===== src/rtl/timer_pkg.sv =====
// ============================================================================
// timer_pkg : shared state encoding and default widths for mod_down_timer
// Revision  : 1.0
// ============================================================================
`default_nettype none

package timer_pkg;

    localparam int C_DEF_WIDTH  = 3;
    localparam int C_DEF_WCNT_W = 4;

    typedef enum logic [1:0] {
        ST_IDLE = 2'd0,
        ST_RUN  = 2'd1,
        ST_DONE = 2'd2
    } state_t;

endpackage

`default_nettype wire


===== src/rtl/mod_down_core.sv =====
// ============================================================================
// mod_down_core : down-count datapath with reload register, zero detect,
//                 terminal-count pulse and saturating wrap counter
// Revision      : 1.0
// ============================================================================
`default_nettype none

module mod_down_core
    import timer_pkg::*;
#(
    parameter int WIDTH  = C_DEF_WIDTH,
    parameter int WCNT_W = C_DEF_WCNT_W
) (
    input  logic              clk,
    input  logic              rst_n,
    input  logic              load,
    input  logic              tick,
    input  logic [WIDTH-1:0]  load_val,
    input  logic              auto_reload,
    output logic [WIDTH-1:0]  count,
    output logic [WCNT_W-1:0] wrap_cnt,
    output logic              tc,
    output logic              last,
    output logic              mode
);

    localparam logic [WIDTH-1:0]  C_ONE   = WIDTH'(1);
    localparam logic [WIDTH-1:0]  C_ZERO  = '0;
    localparam logic [WCNT_W-1:0] C_WONE  = WCNT_W'(1);

    logic [WIDTH-1:0]  r_count;
    logic [WIDTH-1:0]  r_reload;
    logic [WCNT_W-1:0] r_wrap;
    logic              r_mode;
    logic              r_tc;
    logic              w_last;

    assign w_last = (r_count == C_ONE);

    always_ff @(posedge clk or negedge rst_n) begin
        if (!rst_n) begin
            r_count  <= '0;
            r_reload <= '0;
            r_wrap   <= '0;
            r_mode   <= 1'b0;
            r_tc     <= 1'b0;
        end else if (load) begin
            r_count  <= load_val;
            r_reload <= load_val;
            r_mode   <= auto_reload;
            r_wrap   <= '0;
            r_tc     <= 1'b0;
        end else begin
            // tc marks the first cycle count shows 0 after a 1->0 step
            r_tc <= tick & w_last;
            if (tick) begin
                if (r_count == C_ZERO) begin
                    if (r_mode) begin
                        r_count <= r_reload;
                        if (!(&r_wrap)) begin
                            r_wrap <= r_wrap + C_WONE;
                        end
                    end
                end else begin
                    r_count <= r_count - C_ONE;
                end
            end
        end
    end

    assign count    = r_count;
    assign wrap_cnt = r_wrap;
    assign tc       = r_tc;
    assign last     = w_last;
    assign mode     = r_mode;

endmodule

`default_nettype wire


===== src/rtl/mod_down_timer.sv =====
// ============================================================================
// mod_down_timer : start/stop controlled modulo down-timer, one-shot or
//                  periodic, with terminal-count and illegal-start reporting
// Revision       : 1.0
// ============================================================================
`default_nettype none

module mod_down_timer
    import timer_pkg::*;
#(
    parameter int WIDTH  = C_DEF_WIDTH,
    parameter int WCNT_W = C_DEF_WCNT_W
) (
    input  logic              clk,
    input  logic              rst_n,
    input  logic              start,
    input  logic              stop,
    input  logic              en,
    input  logic              auto_reload,
    input  logic [WIDTH-1:0]  load_val,
    output logic [WIDTH-1:0]  count,
    output logic              busy,
    output logic              tc,
    output logic              done,
    output logic              err,
    output logic [WCNT_W-1:0] wrap_cnt
);

    state_t r_state;
    state_t w_state_nxt;
    logic   r_err;
    logic   w_err_nxt;
    logic   w_load;
    logic   w_tick;
    logic   w_last;
    logic   w_mode;

    mod_down_core #(
        .WIDTH  (WIDTH),
        .WCNT_W (WCNT_W)
    ) u_core (
        .clk         (clk),
        .rst_n       (rst_n),
        .load        (w_load),
        .tick        (w_tick),
        .load_val    (load_val),
        .auto_reload (auto_reload),
        .count       (count),
        .wrap_cnt    (wrap_cnt),
        .tc          (tc),
        .last        (w_last),
        .mode        (w_mode)
    );

    always_ff @(posedge clk or negedge rst_n) begin
        if (!rst_n) begin
            r_state <= ST_IDLE;
            r_err   <= 1'b0;
        end else begin
            r_state <= w_state_nxt;
            r_err   <= w_err_nxt;
        end
    end

    always_comb begin
        w_state_nxt = r_state;
        w_err_nxt   = 1'b0;
        w_load      = 1'b0;
        w_tick      = 1'b0;
        case (r_state)
            ST_IDLE, ST_DONE: begin
                if (start) begin
                    if (load_val != '0) begin
                        w_load      = 1'b1;
                        w_state_nxt = ST_RUN;
                    end else begin
                        w_err_nxt   = 1'b1;
                    end
                end
            end
            ST_RUN: begin
                // stop outranks start and the tick; start is ignored here
                if (stop) begin
                    w_state_nxt = ST_IDLE;
                end else if (en) begin
                    w_tick = 1'b1;
                    if (w_last && !w_mode) begin
                        w_state_nxt = ST_DONE;
                    end
                end
            end
            default: begin
                w_state_nxt = ST_IDLE;
            end
        endcase
    end

    assign busy = (r_state == ST_RUN);
    assign done = (r_state == ST_DONE);
    assign err  = r_err;

endmodule

`default_nettype wire


===== config.mk =====
export PLATFORM = sky130hd
export DESIGN_NAME = mod_down_timer
export DESIGN_NICKNAME = d
export VERILOG_FILES = /design/src/rtl/timer_pkg.sv /design/src/rtl/mod_down_core.sv /design/src/rtl/mod_down_timer.sv
export SDC_FILE = /design/constraint.sdc
export NUM_CORES = 1
export LEC_CHECK = 0
export ABC_AREA = 1
export CORE_MARGIN = 5
export CORE_UTILIZATION = 56
export CTS_BUF_LIST = sky130_fd_sc_hd__clkbuf_8
export DETAILED_ROUTE_END_ITERATION = 7
export PLACE_DENSITY = 0.95
export REMOVE_ABC_BUFFERS = 1
export SKIP_CTS_REPAIR_TIMING = 1
export SYNTH_ARGS = -nofsm -noshare
export SYNTH_HDL_FRONTEND = slang
export SYNTH_SLANG_ARGS = --single-unit

===== constraint.sdc =====
create_clock -name clk -period 3 [get_ports clk]
set_input_delay 0.45 -clock clk [delete_from_list [all_inputs] [get_ports clk]]
set_output_delay 0.45 -clock clk [all_outputs]
set_load 0.02 [all_outputs]

After elaboration in Yosys (flattened, before gate mapping). Index checks and enable logic that the tools add are counted.

Logic and storage cells: 57. Input bits: 9. Output and inout bits: 11. Register bits after elaboration: 15.

Equality and inequality tests: 9. Muxes and demuxes: 25. Reduce and logical (&&, ||, !) cells: 13. Bitwise gates (word level): 1. $add $sub $neg: 2.

Operators with widths (number): 4-bit 2-to-1 mux (5); 3-bit 2-to-1 mux (4); 4-bit AND reduction (3); 1-bit 2-to-1 mux (10); 2-bit 2-to-1 mux (5); 2-bit nonzero test (3); 4-bit by 1-bit adder with 4-bit output, second input constant (1); 2-bit inequality test, second input constant (2); 2-bit one-hot mux with 2 select lines (1); 3-bit by 1-bit equality test with 1-bit output, second input constant (1); 3-bit zero test (1); 3-bit by 1-bit inequality test with 1-bit output, second input constant (1); 3-bit by 2-bit inequality test with 1-bit output, second input constant (1); 3-bit inequality test, second input constant (1); 3-bit nonzero test (1); 3-bit by 1-bit subtractor with 3-bit output, second input constant (1); 2-bit by 1-bit equality test with 1-bit output, second input constant (1); 2-bit equality test, second input constant (1); 2-bit zero test (1); 2-bit by 1-bit inequality test with 1-bit output, second input constant (1); 2-bit AND reduction (1); 2-bit OR reduction (1); 1-bit bitwise AND (1); 1-bit logical AND (1); 1-bit zero test (1).

Longest topological paths before layout. Gate-level depths: netlist of run 1.

Depth after elaboration: 6. Mapped depth: 10. Mapped depth without buffers: 10.

Modules after synthesis. Synthesis of run 1 repeated with hierarchy kept, for this count alone.

Cells, all modules: 121. Area total of the unflattened synthesis: 882.1 um^2.

By module, submodules not included: mod_down_core (cells an instance 96, area an instance 706.9 um^2, instances 1, seq. area each 300.3 um^2); mod_down_timer (cells an instance 25, area an instance 175.2 um^2, instances 1, seq. area each 75.1 um^2).

Worst setup path before layout of run 1. No wires, ideal clock.

Path kind: register to register. Start point: reg u_core.r_count[0], in the netlist u_core.count[0]. End point: reg u_core.r_wrap[2], in the netlist u_core.wrap_cnt[2]. Path buffers: 0. Arrival: 1.296 ns. Slack: 1.587 ns. Stages on the path, launching flop included: 8. Library setup time: 0.118 ns. Clock period less this slack: 1.413 ns. Required time: 2.882 ns. Path through: dfrtp_1 > inv_1 > ha_1 > nand2_2 > o21ai_1 > nand2_2 > nand2_1 > nand2_1.

Cells in the longest elaborated chain, start to end: 3.

Ends and longest elaborated chain: start: declaration (line mod_down_core.sv:31) `logic [WIDTH-1:0] r_count;`; start signal: assignment (line mod_down_core.sv:48) `r_count <= load_val;`; start signal: assignment (line mod_down_core.sv:59) `r_count <= r_reload;`; start signal: assignment (line mod_down_core.sv:65) `r_count <= r_count - C_ONE;`; 3-bit zero test (line mod_down_core.sv:57) `if (r_count == C_ZERO) begin`; 2-bit nonzero test (no line); 4-bit AND reduction (no line); end signal: assignment (line mod_down_core.sv:61) `r_wrap <= r_wrap + C_WONE;`; end: declaration (line mod_down_core.sv:33) `logic [WCNT_W-1:0] r_wrap;`.

No other way between the ends. A chain may end at the register's enable or synchronous reset.

Worst setup path in the final report of run 1.
Start point: reg r_state[1]. End point: out done.

Cells in the longest elaborated chain, start to end: 1.

Ends and longest elaborated chain: start: declaration (line mod_down_timer.sv:29) `state_t r_state;`; start signal: assignment (line mod_down_timer.sv:60) `r_state <= w_state_nxt;`; 2-bit equality test (line mod_down_timer.sv:99) `assign done = (r_state == ST_DONE);`; end: declaration (line mod_down_timer.sv:24) `output logic done,`.

No other way between the ends.

==> impl_metrics.yaml, run 1 <==
status:
  status: "complete, no violations"
grt:
  top_usage_layer: "met2"
  antenna_found_initial: 0
  use_met3_pct: 3.499
  grt_usage_pct: 18.26
  grt_overflow_total: 0
  grt_use_met2_pct: 32.62
  grt_first_pass_wirelength_um: 3546
  use_met1_pct: 21.07
  grt_pass1_vias: 854
  grt_max_degree: 16
die:
  num_rows: 15
  die_area_um2: 2633
  die_h_um: 51.32
  die_w_um: 51.32
  start_util_pct: 57.23
  core_area_um2: 1670
  num_io_pins: 20
clocking:
  cts_root_buf: "clkbuf_8"
  clock-sinks: 15
  cts_buffers: 3
  path_clk_slew_ns: 0.06
  cts_tree: "done"
  cts_max_level: 1
  clk_latency_ns: 0.25
  clk_path_buf_depth: 2
place:
  gp_congestion: 0.8504
  hpwlAfterDp_um: 1560
  io_buffers: 19
  pre_cts_ws_ns: 1.261
  placed_cell_area_um2: 1152
route:
  drt_iter0_markers: 8
  drtPass1Iterations: 4
  wire_per_inst_um: 12.40
  dr_total_vias: 851
  antenna_left: 0
  drt_wl_total_um: 1996
  viasPerCell: 5.286
  drc_errors: 0
critical_path:
  cp.required_ns: 2.55
  crit_type: "reg -> out"
  max_stage_delay_ns: 0.61
  cp_cell_sequence: "inv_1, nor2_1, clkdlybuf4s50_1"
  critical_path.slowest_cell: "clkdlybuf4s50_1"
  cp-end-kind: "output pin"
  cp_max_fo: 3
  critical-path-top-delay-family: "buffers and inverters"
  cp-start-kind: "flip-flop"
  arrival_ns: 1.45
  critPathBufInv: 2
final_layout:
  area_growth_syn_to_layout_pct: 25.26
  post-route-util_pct: 71.69
  design_area_um2: 1197
  diodes: 0
  fin_nets: 158
  drive_gt1_share_pct: 13.89
timing:
  fmax_mhz: 525.5
  rsz0062_at_grt: "false"
  tightestPinTransition_ns: 0.6509
  period_share_pct: 63.44
  skew_ns: 0.003880
  fin_setup_tns_ns: 0
  fin_crit_ns: 1.903
  drv_slew: 0
  relSlewSlack_pct: 56.47
  hold_violations: 0
  setup_violations: 0
  setup_ws_ns: 1.097
power_and_ir_drop:
  clockPowerShare_pct: 17.7
  net-switching-power_mw: 0.4107
  power.total_mw: 0.9353
  seq_power_share_pct: 31.7
  pwr-share-comb_pct: 50.7
  p_per_area_nw_per_um2: 781.1
  netSwitchingFraction_pct: 43.91
  ir_drop_v: 0.0005367
  p_int_mw: 0.5246
  p_leak_nw: 0.6153
hold_path:
  hold_class: "reg -> reg"
synth:
  synthMuxAreaShare_pct: 0
  synth_xor_area_share_pct: 0.9162
  yosysUniqueCellTypes: 23
  post_synth_and_or_nand_nor_area_fraction_pct: 36.91
  synthCells: 122
  synth_seq_cells: 15
  synth_top_area_share_pct: 39.27
  synth_top_family_by_area: "simple AND/OR/NAND/NOR gates"
  synth_area_leaders: "dfrtp_1 (39%), nand2_1 (16%), nand3_1 (5.8%)"
  synth_compound_area_share_pct: 9.031
  syn-cell-area_um2: 955.9
  yosysWarnings: 0
  ys_seq_area_share_pct: 39.27
  syn_avg_cell_area_um2: 7.835
  synth_adder_area_share_pct: 5.236
  yosysTopAreaCell: "dfrtp_1"
run:
  drv_cap: 0
final timing paths:
check / slack (ns) / start / cells past startpoint / endpoint
worst max-delay path: 1.10 / r_state[1] / 3 / done
worst min-delay path: 0.53 / u_core.r_reload[0] / 2 / u_core.r_reload[0]
worst max register to register: 1.52 / u_core.count[0] / 7 / u_core.wrap_cnt[2]
worst min register to register: 0.53 / u_core.r_reload[0] / 2 / u_core.r_reload[0]
max in group asynchronous: 1.99 / rst_n / 1 / u_core.wrap_cnt[3]
min in group asynchronous: 0.59 / rst_n / 1 / u_core.r_reload[0]
metrics by stage:
step / hold WS, ns / std cells
CTS: 0.5336 / 161
global placement: 0.5002 / 157
floorplan: 0.1544 / 121
global route: 0.5597 / 161
finish: 0.5284 / 161
detailed placement: 0.5194 / 157
synth_stat cells:
master	n
clkinv_1	1
o21ai_0	2
clkinv_4	1
nor2_4	2
nand3_1	11
inv_2	2
xnor2_1	1
inv_4	1
inv_1	11
o21ai_2	1
ha_1	4
dfrtp_1	15
nor2_1	10
o21ai_1	5
buf_8	1
nand3_2	2
a21oi_1	2
nand2_1	41
a21oi_4	1
nand4_1	1
o21ai_4	1
nand2_2	2
nand2_4	4
cells by family (layout without fill, tap and decap cells):
kind of cell               after synthesis  in the layout
buffers and inverters                   17             39
xor gates and xnor gates                 1              1
adders and majority gates                4              4
DFF                                     15             15
AOI/OAI and AO/OA                       12             12
and+or+nand+nor                         73             73
sequential cells by signal, summed over array words and instances, names as in the netlist:
register	cells
err	1
u_core.r_reload	3
u_core.mode	1
r_state	2
u_core.wrap_cnt	4
u_core.tc	1
u_core.count	3
power groups by stage:
stage	clock, mW	sequential, mW	combinational, mW
after floorplan	0	0.318	0.298
after global placement	0	0.296	0.442
after detailed placement	0	0.299	0.462
after CTS	0.168	0.295	0.473
after global routing	0.178	0.303	0.525
final	0.165	0.296	0.474
worst register-to-register path, delay by kind of cell, from the launching register on:
| family | cells | cell delay (ns) |
|---|---|---|
| flip-flops | 1 | 0.41 |
| AND/OR/NAND/NOR | 4 | 0.33 |
| adder cells (fa/ha/maj) | 1 | 0.27 |
| AO/OA/AOI/OAI | 1 | 0.25 |
| buffers and inverters | 1 | 0.12 |
area by class of cell:
class                           instances  area, um2
Timing Repair Buffer                   19      190.2
Sequential cell                        15      375.4
Clock buffer                            3      41.29
Clock inverter                          1      3.754
Fill cell                             123      473.0
Inverter                               16      67.56
Multi-Input combinational cell         90      498.0
Tap cell                               17      21.27
per-layer routing:
metal,vias up,share of wire [%]
li1,430,-
met1,393,42
met2,23,51
met3,5,4.5
met4,0,1.9
met5,-,0
placed cells by master, fill, tap and decap left out, types with 2 or more instances in the layout:
cell type         n
nand2_4           4
o21ai_1           5
dfrtp_1          15
inv_2             2
nand2_1          41
nor2_4            2
nand3_2           2
nor2_1           10
nand2_2           2
ha_1              4
o21ai_0           2
inv_1            12
clkbuf_8          3
a21oi_1           2
nand3_1          11
clkdlybuf4s50_1  19
Power figures use the tool's default switching activity.
==> run 2: changes to the inputs <==
CORE_ASPECT_RATIO = 0.75   (was not set)
CORE_UTILIZATION = 52   (was 56)
PLACE_DENSITY = 0.93   (was 0.95)
clock period = 1.8 ns   (was 3 ns; I/O delays follow)
==> impl_metrics.yaml, run 2 (synthesis gave the netlist of run 1 again) <==
timing:
  setup_violations: 0
  fin_crit_ns: 1.721
  hold-worst-slack_ns: 0.3291
  drv_slew: 0
  rsz0062_at_grt: "false"
  tightestPinTransition_ns: 0.2550
  relSlewSlack_pct: 82.89
  setup_ws_ns: 0.07897
  period_share_pct: 95.61
  fmax_mhz: 581.0
  fin_setup_tns_ns: 0
  hold_violations: 0
  skew_ns: 0.003229
critical_path:
  r2r_cells: 7
  cp-start-kind: "flip-flop"
  arrival_ns: 1.45
  cp_max_fo: 3
  crit_type: "reg -> out"
  cp-end-kind: "output pin"
  cp.required_ns: 1.53
place:
  pre_cts_ws_ns: 0.2417
  gp_congestion: 0.7924
  placed_cell_area_um2: 1166
  dp.cells: 163
  io_buffers: 19
  hpwlAfterDp_um: 1638
route:
  m1WireLength_um: 874
  drt_wl_total_um: 2129
  wl_met3_um: 135
  routed.top_layer: "met4"
  viasPerCell: 5.078
  drt_iter0_markers: 14
  drc_errors: 0
  antenna_left: 0
  dr_total_vias: 848
  drtPass1Iterations: 4
  wire_per_inst_um: 12.75
  route.met2.wl_um: 1087
final_layout:
  diodes: 0
  most-common-layout-cells: "nand2_1 (41), clkdlybuf4s50_1 (19), dfrtp_1 (15), inv_1 (12), nand3_1 (11)"
  final_cells: 167
  largest_register_ffs: 4
  post-route-util_pct: 69.59
  drive_gt1_share_pct: 14.48
  layout_commonest_cell: "nand2_1"
  area_growth_syn_to_layout_pct: 26.70
  design_area_um2: 1211
  fin_nets: 159
grt:
  grt_overflow_total: 0
  antenna_found_initial: 0
  grt_pass1_vias: 854
  grt_first_pass_wirelength_um: 3615
  grt_usage_pct: 17.92
  grt_max_degree: 16
die:
  die_area_um2: 2805
  start_util_pct: 54.92
  die_h_um: 47.13
  core_area_um2: 1740
  num_io_pins: 20
  num_rows: 13
  die_w_um: 59.51
run:
  drv_cap: 0
clocking:
  path_clk_slew_ns: 0.06
  clk_latency_ns: 0.25
  cts_root_buf: "clkbuf_8"
  cts_max_level: 1
  cts_tree: "done"
  cts_buffers: 3
  clk_path_buf_depth: 2
  clock-sinks: 15
status:
  status: "complete, no violations"
hold_path:
  hold_class: "in -> async"
power_and_ir_drop:
  p_leak_nw: 0.6201
  p_per_area_nw_per_um2: 1278
  ir_drop_v: 0.001073
  power.total_mw: 1.548
run 2: final timing paths:
check,from,to,slack [ns]
setup / recovery,r_state[1],done,0.08
hold / removal,rst_n,u_core.mode,0.33
setup reg to reg,u_core.count[0],u_core.count[2],0.30
hold reg to reg,u_core.r_reload[2],u_core.r_reload[2],0.54
max in group asynchronous,rst_n,u_core.r_reload[2],1.29
min in group clk,u_core.r_reload[2],u_core.r_reload[2],0.54
run 2: area by class of cell:
type	count	area (um2)
clock buffer	3	41.29
clock inverter	1	3.754
fill	126	529.3
inverter	16	67.56
multi-input combinational	90	498.0
sequential	15	375.4
tap	22	27.53
timing repair buffer	20	197.7
run 2: report_power, final:
part	switching [mW]	total, mW	internal (mW)
Sequential	0.0711	0.492	0.421
Clock	0.117	0.269	0.151
Combinational	0.484	0.787	0.303
run 2: routing by layer:
metal,track usage [%],vias up
met5,0,-
met4,6.637,0
li1,-,430
met1,19.29,392
met3,6.868,6
met2,32.68,20
run 2: critical path, stage by stage, from the launching register on:
cell and delay (ns):
dfrtp_1 0.42, inv_1 0.08, nor2_1 0.10, clkdlybuf4s50_1 0.61
